$ cat src/rtl/sync_ram_arbiter.sv
// Round-robin arbiter and sequencer that serialises two valid/ready requesters onto one
// single-port synchronous RAM and routes read data back to the port that issued the read.
module sync_ram_arbiter #(
  parameter int unsigned ADDR_W = 4,
  parameter int unsigned DATA_W = 4,
  parameter int unsigned RD_LAT = 1
) (
  input  logic              clk,
  input  logic              rst,
  input  logic              a_valid,
  output logic              a_ready,
  input  logic              a_we,
  input  logic [ADDR_W-1:0] a_addr,
  input  logic [DATA_W-1:0] a_wdata,
  output logic              a_rvalid,
  output logic [DATA_W-1:0] a_rdata,
  input  logic              b_valid,
  output logic              b_ready,
  input  logic              b_we,
  input  logic [ADDR_W-1:0] b_addr,
  input  logic [DATA_W-1:0] b_wdata,
  output logic              b_rvalid,
  output logic [DATA_W-1:0] b_rdata,
  output logic              ram_we,
  output logic              ram_re,
  output logic [ADDR_W-1:0] ram_addr,
  output logic [DATA_W-1:0] ram_din,
  input  logic [DATA_W-1:0] ram_dout,
  output logic              busy
);

  typedef enum logic [1:0] {StIdle, StIssue, StRdWait, StResp} state_e;

  localparam logic [2:0] LastCnt = 3'(RD_LAT - 1);

  state_e     state_q, state_d;
  logic       last_b_q;  // 1 when B holds the most recent grant, so A wins the next tie
  logic       gnt_b_q;
  logic       we_q;
  logic [2:0] cnt_q;
  logic       pick_a, pick_b;

  always_comb begin
    pick_a = a_valid && (!b_valid || last_b_q);
    pick_b = b_valid && !pick_a;
  end

  // State register
  always_ff @(posedge clk) begin
    if (rst) begin
      state_q <= StIdle;
    end else begin
      state_q <= state_d;
    end
  end

  // Next-state logic
  always_comb begin
    state_d = state_q;
    unique case (state_q)
      StIdle:   if (pick_a || pick_b) state_d = StIssue;
      StIssue:  state_d = we_q ? StIdle : StRdWait;
      StRdWait: if (cnt_q == LastCnt) state_d = StResp;
      StResp:   state_d = StIdle;
      default:  state_d = StIdle;
    endcase
  end

  // Output logic
  always_comb begin
    a_ready  = !rst && (state_q == StIdle) && pick_a;
    b_ready  = !rst && (state_q == StIdle) && pick_b;
    busy     = (state_q != StIdle);
    a_rvalid = (state_q == StResp) && !gnt_b_q;
    b_rvalid = (state_q == StResp) && gnt_b_q;
  end

  // Request latch, RAM strobes (high only during the issue cycle) and read return path
  always_ff @(posedge clk) begin
    if (rst) begin
      last_b_q <= 1'b1;
      gnt_b_q  <= 1'b0;
      we_q     <= 1'b0;
      cnt_q    <= '0;
      ram_we   <= 1'b0;
      ram_re   <= 1'b0;
      ram_addr <= '0;
      ram_din  <= '0;
      a_rdata  <= '0;
      b_rdata  <= '0;
    end else begin
      ram_we <= 1'b0;
      ram_re <= 1'b0;
      if (a_ready) begin
        gnt_b_q  <= 1'b0;
        last_b_q <= 1'b0;
        we_q     <= a_we;
        ram_we   <= a_we;
        ram_re   <= !a_we;
        ram_addr <= a_addr;
        ram_din  <= a_wdata;
      end else if (b_ready) begin
        gnt_b_q  <= 1'b1;
        last_b_q <= 1'b1;
        we_q     <= b_we;
        ram_we   <= b_we;
        ram_re   <= !b_we;
        ram_addr <= b_addr;
        ram_din  <= b_wdata;
      end

      if (state_q == StIssue) begin
        cnt_q <= '0;
      end else if (state_q == StRdWait) begin
        cnt_q <= cnt_q + 3'd1;
      end

      if (state_q == StRdWait && cnt_q == LastCnt) begin
        if (gnt_b_q) begin
          b_rdata <= ram_dout;
        end else begin
          a_rdata <= ram_dout;
        end
      end
    end
  end

endmodule

$ cat config.mk
export PLATFORM = sky130hd
export DESIGN_NAME = sync_ram_arbiter
export DESIGN_NICKNAME = d
export VERILOG_FILES = /design/src/rtl/sync_ram_arbiter.sv
export SDC_FILE = /design/constraint.sdc
export NUM_CORES = 1
export LEC_CHECK = 0
export CORE_ASPECT_RATIO = 1.25
export CORE_MARGIN = 5
export CORE_UTILIZATION = 46
export DETAILED_ROUTE_END_ITERATION = 12
export PLACE_DENSITY = 0.84
export SLEW_MARGIN = 25
export SYNTH_ARGS = -nofsm -noshare
export SYNTH_HDL_FRONTEND = slang
export SYNTH_SLANG_ARGS = --single-unit
$ cat constraint.sdc
create_clock -name clk -period 3.3 [get_ports clk]
set_input_delay 0.495 -clock clk [delete_from_list [all_inputs] [get_ports clk]]
set_output_delay 0.495 -clock clk [all_outputs]
set_load 0.02 [all_outputs]
==> run summary <==
DR pass1 iterations - 4
CTS H-tree depth - 1
CTS tree - built
Seq/Total Area, Yosys - 41.03%
Vias per inst - 5.850
Die Wd - 56.98 um
Pwr Density - 388.4 nW/um2
Dpl cell area - 1729 um2
Num CTS Buffers - 3
Die Ht - 68.72 um
Hpwl dp - 2614 um
Post-CTS Setup Bufs - 0
Antenna violations before repair - 0
Row cnt - 21
Fmax - 0.3448 GHz
Root buffer cell - clkbuf_4
CP startpoint - a_valid
Worst Max-Slew Pin Slew - 0.7366 ns
Storage element area - 520.5 um2
Port Buffers - 48
Mapped Cells - 147
Clk pin slew, worst setup/hold paths - 0.13 ns
DRC - 0
Crit share post-route - 87.88%
RSZ-0062 raised after global routing - false
Routed via count - 1287
LEAKAGE - 0.0006154 uW
FF+latch count, synth - 26
Crit Reg-Reg Endpoint - b_rdata[3]
Worst setup path category - in2out
Post-route ant nets - 0
Ant. Diodes - 0
Largest net degree at the start of global routing - 18
Number of global-route vias before repair - 1224
# IOs - 49
YS warnings - 0
CP Max Fanout - 13
Unique cell type count in the Yosys netlist - 39
Post-Syn Area per Cell - 8.631 um2
Global Route Usage Sum - 16.61%
Status - finished, final reports clean
Worst skew pair latency - 0.31 ns
First-pass GRT wire length - 5223 um
Count of final setup violators - 0
Global placement routability congestion - 0.8073
CP endpoint kind - output port
Share of cells above drive strength 1 - 7.527%
Area of the multi-input gates - 650.6 um2
Setup_tns - 0 ns
Reg-to-reg slack, setup - 1.55 ns
Detailed Route WL - 3460 um
Final hold vios - 0
WHS Path Cells - 2
Resized cells post-CTS - 0
Area delta synth->final - 38.56%
Most used DFF post-synth - dfxtp_1
Synth Cell Area - 1269 um2
Final Skew - 0.0006762 ns
Fillcell total - 225
Startpoint Class - input port
Number of synthesized flops with an enable pin - 0
Max Root-Sink Buffers - 2
Worst reg2reg path depth - 3
Max_cap viols - 0
Initial Utilization - 47.81%
Worst Path Arrival - 2.41 ns
Detailed Route Iter0 Violations - 44
Avg WL per Cell - 15.73 um
Share of flip-flops with an asynchronous set or reset - 0%
Core Footprint - 2654 um2
Min cycle time layout - 2.900 ns
Design area - 1758 um2
Max-slew headroom - 50.19%
Critical Path RT - 2.80 ns
CTS Hold Bufs - 0
Worst min-delay path class - reg2reg
Fin nets - 216
Hold_sp - a_rdata[3]
Syn Nets - 175
Max-slew violations - 0
Total grt overflow - 0
Worst vdd ir - 228.4 uV
Die Area - 3915 um2
WHS Endpoint - a_rdata[3]
Clock sink count - 26
[report_power, final]
group	total [uW]	switching, uW	internal, uW
combinational	194	96.1	97.6
sequential	361	24.2	337
clock	128	85.6	42.6
[state kept, by name, indices dropped and copies added (netlist names), named ones only]
signal / count
a_rdata: 4
b_rdata: 4
ram_addr: 4
ram_din: 4
cnt_q: 3
gnt_b_q: 1
last_b_q: 1
ram_re: 1
ram_we: 1
state_q: 1
we_q: 1
[critical path, cell delays in order]
cell	delay [ns]
clkdlybuf4s50_1	0.71
inv_1	0.29
nor3_2	0.27
clkdlybuf4s50_1	0.64
[cell families (layout without fill, tap and decap cells)]
| family | after synthesis | count (layout) | synth area share, % |
|---|---|---|---|
| AOI/OAI and AO/OA | 53 | 53 | 26.33 |
| adders and majority gates | 2 | 2 | 1.972 |
| DFF | 26 | 26 | 41.03 |
| and+or+nand+nor | 42 | 42 | 20.12 |
| xor gates and xnor gates | 1 | 1 | 0.6905 |
| muxes | 2 | 2 | 1.676 |
| buffers and inverters | 21 | 60 | 8.184 |
[final cells by class]
| cell class | count | area share (%) |
|---|---|---|
| Clock buffer | 3 | 1.281 |
| Sequential cell | 26 | 29.61 |
| Inverter | 7 | 1.495 |
| Multi-Input combinational cell | 100 | 37.01 |
| Tap cell | 34 | 2.420 |
| Timing Repair Buffer | 50 | 28.18 |
[layer usage]
metal | GRT usage (%) | up-vias | part of all wire (%)
met2 | 30.57 | 45 | 56
met5 | 0 | - | 0
li1 | - | 615 | -
met4 | 9.855 | 0 | 0.98
met1 | 18.91 | 625 | 38
met3 | 1.117 | 2 | 4.7
[through the flow]
| stage | std cells | power (uW) | hold WS [ns] | utilization, % | setup slack, ns |
|---|---|---|---|---|---|
| floorplan | 147 | 475.3 | 0.4831 | - | 1.456 |
| global placement | 217 | 552.9 | 0.4614 | 65.16 | 0.4606 |
| detailed placement | 217 | 559.5 | 0.4670 | 65.16 | 0.4164 |
| CTS | 220 | 685.0 | 0.4849 | 66.01 | 0.4048 |
| global route | 220 | 715.7 | 0.5126 | 66.24 | 0.3266 |
| finish | 220 | 682.7 | 0.4813 | 66.24 | 0.3998 |
[how the worst max path moves through the flow]
stage / to / slack [ns]
global placement: a_ready / 0.46
finish: a_ready / 0.40
floorplan: a_ready / 1.46
CTS: a_ready / 0.40
detailed placement: a_ready / 0.42
global route: a_ready / 0.33
[synth_stat cells (all sizes together), types with 2 or more instances]
library cell | number | area (um2)
a2111oi | 2 | 23.77
a21o | 2 | 15.01
a21oi | 19 | 95.09
a311oi | 8 | 70.07
buf | 10 | 61.30
clkbuf | 4 | 16.26
dfxtp | 26 | 520.5
ha | 2 | 25.02
inv | 6 | 22.52
nand2 | 3 | 11.26
nand2b | 3 | 18.77
nand3 | 16 | 80.08
nor2 | 8 | 30.03
nor3 | 2 | 20.02
o21ai | 16 | 80.08
[cells in the final DEF (no fill, tap or decap), types with 2 or more instances in the layout]
| master | n |
|---|---|
| clkdlybuf4s50_1 | 48 |
| buf_4 | 2 |
| nand3_1 | 16 |
| nor3_2 | 2 |
| a21o_1 | 2 |
| nand2_1 | 3 |
| dfxtp_1 | 26 |
| nor2_1 | 8 |
| o21ai_0 | 16 |
| ha_1 | 2 |
| a21oi_1 | 19 |
| a311oi_1 | 8 |
| clkbuf_4 | 3 |
| inv_1 | 6 |
| nand2b_1 | 3 |
Note: power is estimated with default switching activity, not from simulation.
